[src/rtl/div_iter.sv]
`default_nettype none
// ============================================================================
// Module   : div_iter
// Purpose  : Iterative radix-2 restoring divider for the EX-stage DIV/DIVU
//            handshake. One quotient bit per clock, one divide in flight.
//            EX holds start_i until ready_o is seen, then drops it.
// Ports    : clk, rst           - clock, synchronous active-high reset
//            signed_div_i       - 1 = DIV (signed), 0 = DIVU; sampled at start
//            opdata1_i          - dividend, sampled at start
//            opdata2_i          - divisor, sampled at start
//            start_i            - divide request, held until ready_o
//            annul_i            - abort the current divide (pipeline flush)
//            result_o           - {remainder, quotient}, registered
//            ready_o            - result valid, registered
// Revision : 1.0 - initial release
// ============================================================================
module div_iter #(
  parameter int WD = 32
) (
  input  logic            clk,
  input  logic            rst,
  input  logic            signed_div_i,
  input  logic [WD-1:0]   opdata1_i,
  input  logic [WD-1:0]   opdata2_i,
  input  logic            start_i,
  input  logic            annul_i,
  output logic [2*WD-1:0] result_o,
  output logic            ready_o
);

  localparam int CW = $clog2(WD) + 1;
  localparam logic [CW-1:0] C_LAST_ITER = CW'(WD - 1);

  typedef enum logic [1:0] {
    S_FREE   = 2'd0,
    S_BYZERO = 2'd1,
    S_ON     = 2'd2,
    S_END    = 2'd3
  } state_t;

  state_t        r_state;
  logic [CW-1:0] r_cnt;
  logic [WD-1:0] r_dvd;        // dividend magnitude; quotient bits shift in at the bottom
  logic [WD-1:0] r_dvs;        // divisor magnitude
  logic [WD-1:0] r_rem;        // partial remainder
  logic          r_signed;
  logic          r_sign_op1;   // remainder takes the dividend's sign
  logic          r_sign_diff;  // quotient is negative when operand signs differ

  // Operand magnitudes at start. 0x80000000 negates to itself, which is the
  // correct unsigned magnitude, so no special case is needed.
  logic [WD-1:0] w_mag1;
  logic [WD-1:0] w_mag2;
  assign w_mag1 = (signed_div_i && opdata1_i[WD-1]) ? -opdata1_i : opdata1_i;
  assign w_mag2 = (signed_div_i && opdata2_i[WD-1]) ? -opdata2_i : opdata2_i;

  // One restoring step. The shifted remainder needs WD+1 bits; because the
  // remainder is always below the divisor, bit WD of the trial difference is
  // a reliable "went negative" flag.
  logic [WD:0]   w_rem_sh;
  logic [WD:0]   w_trial;
  logic          w_qbit;
  logic [WD-1:0] w_rem_nxt;
  logic [WD-1:0] w_quo_nxt;
  logic [WD-1:0] w_quo_fix;
  logic [WD-1:0] w_rem_fix;
  logic          w_last;

  assign w_rem_sh  = {r_rem, r_dvd[WD-1]};
  assign w_trial   = w_rem_sh - {1'b0, r_dvs};
  assign w_qbit    = ~w_trial[WD];
  assign w_rem_nxt = w_qbit ? w_trial[WD-1:0] : w_rem_sh[WD-1:0];
  assign w_quo_nxt = {r_dvd[WD-2:0], w_qbit};
  assign w_last    = (r_cnt == C_LAST_ITER);

  // Sign fixup, only consumed on the final iteration.
  assign w_quo_fix = (r_signed && r_sign_diff) ? -w_quo_nxt : w_quo_nxt;
  assign w_rem_fix = (r_signed && r_sign_op1)  ? -w_rem_nxt : w_rem_nxt;

  always_ff @(posedge clk) begin
    if (rst) begin
      r_state     <= S_FREE;
      r_cnt       <= '0;
      r_dvd       <= '0;
      r_dvs       <= '0;
      r_rem       <= '0;
      r_signed    <= 1'b0;
      r_sign_op1  <= 1'b0;
      r_sign_diff <= 1'b0;
      result_o    <= '0;
      ready_o     <= 1'b0;
    end else begin
      case (r_state)
        S_FREE: begin
          ready_o  <= 1'b0;
          result_o <= '0;
          if (start_i && !annul_i) begin
            r_cnt <= '0;
            r_rem <= '0;
            if (opdata2_i == '0) begin
              r_state <= S_BYZERO;
            end else begin
              r_state     <= S_ON;
              r_dvd       <= w_mag1;
              r_dvs       <= w_mag2;
              r_signed    <= signed_div_i;
              r_sign_op1  <= opdata1_i[WD-1];
              r_sign_diff <= opdata1_i[WD-1] ^ opdata2_i[WD-1];
            end
          end
        end

        S_BYZERO: begin
          if (annul_i) begin
            r_state <= S_FREE;
          end else begin
            r_state  <= S_END;
            result_o <= '0;
            ready_o  <= 1'b1;
          end
        end

        S_ON: begin
          // start_i is deliberately ignored here; only a flush stops the divide.
          if (annul_i) begin
            r_state  <= S_FREE;
            ready_o  <= 1'b0;
            result_o <= '0;
          end else begin
            r_rem <= w_rem_nxt;
            r_dvd <= w_quo_nxt;
            r_cnt <= r_cnt + 1'b1;
            if (w_last) begin
              r_state  <= S_END;
              result_o <= {w_rem_fix, w_quo_fix};
              ready_o  <= 1'b1;
            end
          end
        end

        S_END: begin
          // Hold the result while EX still asserts start_i.
          if (annul_i || !start_i) begin
            r_state  <= S_FREE;
            ready_o  <= 1'b0;
            result_o <= '0;
          end else begin
            ready_o  <= 1'b1;
          end
        end

        default: begin
          r_state  <= S_FREE;
          ready_o  <= 1'b0;
          result_o <= '0;
        end
      endcase
    end
  end

endmodule
`default_nettype wire
[config.mk]
export PLATFORM = sky130hd
export DESIGN_NAME = div_iter
export DESIGN_NICKNAME = d
export VERILOG_FILES = /design/src/rtl/div_iter.sv
export SDC_FILE = /design/constraint.sdc
export NUM_CORES = 1
export LEC_CHECK = 0
export CORE_UTILIZATION = 58
export DETAILED_ROUTE_END_ITERATION = 10
export PLACE_DENSITY = 0.89
export REMOVE_ABC_BUFFERS = 1
export SYNTH_ARGS = -nofsm -noshare
export SYNTH_HDL_FRONTEND = slang
export SYNTH_SLANG_ARGS = --single-unit
[constraint.sdc]
create_clock -name clk -period 6.2 [get_ports clk]
set_clock_uncertainty 0.2 [all_clocks]
set_input_delay 1.55 -clock clk [delete_from_list [all_inputs] [get_ports clk]]
set_output_delay 1.55 -clock clk [all_outputs]
set_load 0.03 [all_outputs]
==> insert_results.sql <==
INSERT INTO impl_metrics (metric_group, metric, value, unit) VALUES
('run_status', 'run_status', 'complete, no violations', ''),
('logic_synthesis', 'simple_gate_area_share_of_the_yosys_netlist', '22.3', '%'),
('pwr', 'power', '0.00479', 'W'),
('finish', 'multi_input_area', '0.00774', 'mm^2'),
('clock_tree', 'worstSkewPairLatency', '0.44', 'ns'),
('logic_synthesis', 'post-synth-top-area-fraction', '29.4', '%'),
('route', 'routed_vias', '12400', ''),
('global_routing', 'grt_pass1_vias', '11500', ''),
('logic_synthesis', 'netlist_top_cells_area', 'sky130_fd_sc_hd__dfxtp_1 (29%), sky130_fd_sc_hd__nand2_1 (7.0%), sky130_fd_sc_hd__xnor2_1 (6.3%)', ''),
('logic_synthesis', 'syn_inst', '1586', ''),
('critical_path', 'critical_path_class', 'input port to flop', ''),
('global_routing', 'grt_start_max_net_pins', '83', ''),
('logic_synthesis', 'synth_xor_xnor_area_share', '10.8', '%'),
('logic_synthesis', 'synth_enable_flop_cells', '0', ''),
('pwr', 'p_sw_share', '45.6', '%'),
('timing', 'actual_transition_at_the_worst_max_transition_pin', '1.33', 'ns'),
('placed_design', 'detailed_place_hpwl', '25900', 'um'),
('min_path', 'holdCritPathClass', 'flop to flop', ''),
('global_routing', 'grt.total_usage', '35.1', '%'),
('pwr', 'power_density', '348', 'mW/mm^2'),
('logic_synthesis', 'total_number_of_yosys_warnings', '0', ''),
('global_routing', 'grt.overflow.total', '0', ''),
('route', 'drt_drc_violations_left', '0', ''),
('timing', 'min_period_over_period', '81.4', '%'),
('timing', 'rsz_0062_raised_after_global_routing', 'false', ''),
('finish', 'area.sequential', '0.00344', 'mm^2'),
('logic_synthesis', 'synthesis.area', '0.0117', 'mm^2'),
('timing', 'finalWorstSetupSlack', '1.15', 'ns'),
('floorplanning', 'die_width', '144', 'um'),
('floorplanning', 'die-height', '144', 'um'),
('clock_tree', 'cts.htree.levels', '4', ''),
('logic_synthesis', 'synth-seq-cells', '172', ''),
('route', 'initialDrtViolationCount', '1403', ''),
('floorplanning', 'placementRows', '51', ''),
('pwr', 'internal_power', '0.00261', 'W'),
('timing', 'finalWorstPathRequiredPeriod', '5.05', 'ns'),
('critical_path', 'worstPathArrival', '5.19', 'ns'),
('logic_synthesis', 'ys_async_sr_fraction', '0', '%'),
('critical_path', 'worst_ep_required_time', '6.34', 'ns'),
('timing', 'finalSetupViolCount', '0', ''),
('clock_tree', 'root_buffer', 'sky130_fd_sc_hd__clkbuf_16', ''),
('route', 'wl_met1', '14900', 'um'),
('logic_synthesis', 'synth_sequential_area_ratio', '29.4', '%'),
('floorplanning', 'initial_core_util', '59.7', '%'),
('finish', 'filler_cell_count', '1636', ''),
('route', 'postRouteWirelength', '36100', 'um'),
('placed_design', 'gp_congestion', '0.967', ''),
('logic_synthesis', 'synth.most_common_cell', 'sky130_fd_sc_hd__nand2_1', ''),
('clock_tree', 'number_of_hold_buffers_added_after_cts', '0', ''),
('pwr', 'switchingPower', '0.00219', 'W'),
('placed_design', 'numPortBuffers', '133', ''),
('finish', 'drive_above_1_share', '4.30', '%'),
('clock_tree', 'postCtsResizedCells', '0', ''),
('finish', 'area_growth', '17.3', '%'),
('route', 'met2_length', '16300', 'um'),
('pwr', 'p_leak', '5.14', 'nW'),
('route', 'wl_met3', '3280', 'um'),
('timing', 'max_slew_headroom_at_the_worst_pin', '8.94', '%'),
('pwr', 'clockPowerShare', '22.8', '%'),
('logic_synthesis', 'synth_largest_area_cell', 'sky130_fd_sc_hd__dfxtp_1', ''),
('floorplanning', 'fp.coreArea', '0.0197', 'mm^2'),
('timing', 'timing.final.max_slew_violations', '0', ''),
('logic_synthesis', 'compound_gate_portion_of_the_synthesized_area', '26.1', '%'),
('floorplanning', 'io-pin-count', '134', ''),
('route', 'drt-wirelength-per-cell', '18.6', 'um'),
('logic_synthesis', 'dominantRegCellSynth', 'sky130_fd_sc_hd__dfxtp_1', ''),
('clock_tree', 'cts_made_buffers', '17', ''),
('job', 'max_cap_violations', '0', ''),
('timing', 'timing.fmax', '198', 'MHz'),
('global_routing', 'grt_first_pass_wirelength', '57600', 'um'),
('pwr', 'vdd_ir_drop_max', '223', 'uV');
## logic make-up after synthesis
family | Yosys count
flops | 172
xor+xnor | 145
simple gates | 583
compound gates | 475
mux | 22
fa+ha+maj | 42
buf+inv | 147
## metrics by stage
step           setup TNS, ns  instances  hold slack [ns]  utilization (%)
2_1_floorplan          -8.95       1493            0.243                -
3_3_place_gp               0       1907            0.237             67.0
3_5_place_dp               0       1907            0.244             67.0
4_1_cts                    0       1939            0.255             70.0
5_1_grt                    0       1939            0.274             70.0
6_report                   0       1939            0.252             70.0
## flip-flops by register name (all words and copies together) (netlist names)
name and flops:
r_cnt 6, r_rem 32, r_sign_op1 1, r_signed 1
ready_o 1, result_o 64, r_dvs 32, r_state 2
r_sign_diff 1, r_dvd 32
## worst max-delay path, cell delays in order
cell and delay (ns):
sky130_fd_sc_hd__clkdlybuf4s50_1 0.50, sky130_fd_sc_hd__nor4_1 0.59, sky130_fd_sc_hd__and2_1 0.26, sky130_fd_sc_hd__and2_1 0.22
sky130_fd_sc_hd__nand3_1 0.21, sky130_fd_sc_hd__nor4_1 0.52, sky130_fd_sc_hd__buf_4 0.24, sky130_fd_sc_hd__nand2_1 0.09
sky130_fd_sc_hd__nand2_1 0.09, sky130_fd_sc_hd__buf_4 0.36, sky130_fd_sc_hd__a211oi_1 0.21, sky130_fd_sc_hd__a211oi_1 0.32
## cell usage in the layout (no fill, tap or decap), types with 6 or more instances in the layout
cell | netlist | routed
sky130_fd_sc_hd__inv_6 | 0 | 6
sky130_fd_sc_hd__or4_1 | 8 | 8
sky130_fd_sc_hd__inv_1 | 54 | 54
sky130_fd_sc_hd__a21oi_1 | 134 | 133
sky130_fd_sc_hd__buf_4 | 0 | 17
sky130_fd_sc_hd__and3_1 | 13 | 13
sky130_fd_sc_hd__o211ai_1 | 30 | 30
sky130_fd_sc_hd__o21ai_1 | 5 | 6
sky130_fd_sc_hd__xnor2_1 | 85 | 85
sky130_fd_sc_hd__nor2_1 | 187 | 184
sky130_fd_sc_hd__or2_2 | 6 | 6
sky130_fd_sc_hd__dfxtp_1 | 172 | 172
sky130_fd_sc_hd__nor3_1 | 36 | 36
sky130_fd_sc_hd__a31oi_1 | 12 | 11
sky130_fd_sc_hd__nand3_1 | 19 | 19
sky130_fd_sc_hd__mux2i_1 | 19 | 19
sky130_fd_sc_hd__ha_1 | 41 | 41
sky130_fd_sc_hd__xor2_1 | 60 | 60
sky130_fd_sc_hd__nand2_1 | 220 | 220
sky130_fd_sc_hd__a211oi_1 | 43 | 43
sky130_fd_sc_hd__clkbuf_16 | 0 | 17
sky130_fd_sc_hd__o31ai_1 | 14 | 14
sky130_fd_sc_hd__o21ai_0 | 103 | 102
sky130_fd_sc_hd__nand2b_1 | 13 | 13
sky130_fd_sc_hd__clkdlybuf4s50_1 | 0 | 132
sky130_fd_sc_hd__a22oi_1 | 44 | 44
sky130_fd_sc_hd__nor4_1 | 21 | 21
sky130_fd_sc_hd__or3_1 | 13 | 13
sky130_fd_sc_hd__a21o_1 | 11 | 11
sky130_fd_sc_hd__o21a_1 | 8 | 8
sky130_fd_sc_hd__o41ai_1 | 10 | 10
sky130_fd_sc_hd__nand4_1 | 7 | 7
sky130_fd_sc_hd__and2_1 | 13 | 13
## routing by layer
| layer | vias to the layer above | GRT usage [%] |
|---|---|---|
| li1 | 5810 | - |
| met1 | 5778 | 45.8 |
| met2 | 665 | 55.8 |
| met3 | 140 | 6.32 |
| met4 | 0 | 17.5 |
| met5 | - | 0 |
## power groups by stage
stage	sequential [W]	combinational, W	clock [W]
global placement	0.00134	0.00222	0
floorplan	0.00134	0.00159	0
global route	0.00135	0.00256	0.00114
finish	0.00133	0.00237	0.00109
detailed placement	0.00135	0.00226	0
CTS	0.00133	0.00229	0.00109
## cell type report
type / instances / area share [%]
multi-input combinational: 1267 / 56.3
sequential: 172 / 25.0
clock inverter: 14 / 1.10
tap: 265 / 2.41
inverter: 54 / 1.47
timing repair buffer: 149 / 10.5
clock buffer: 18 / 3.19
## final timing paths
path	start	to	slack, ns	cells past startpoint
max	opdata2_i[2]	r_dvd[31]	1.15	12
min	result_o[25]	result_o[25]	0.25	2
max reg2reg	r_dvd[31]	result_o[50]	1.18	17
min reg2reg	result_o[25]	result_o[25]	0.25	2
(Power assumes the default switching activity.)
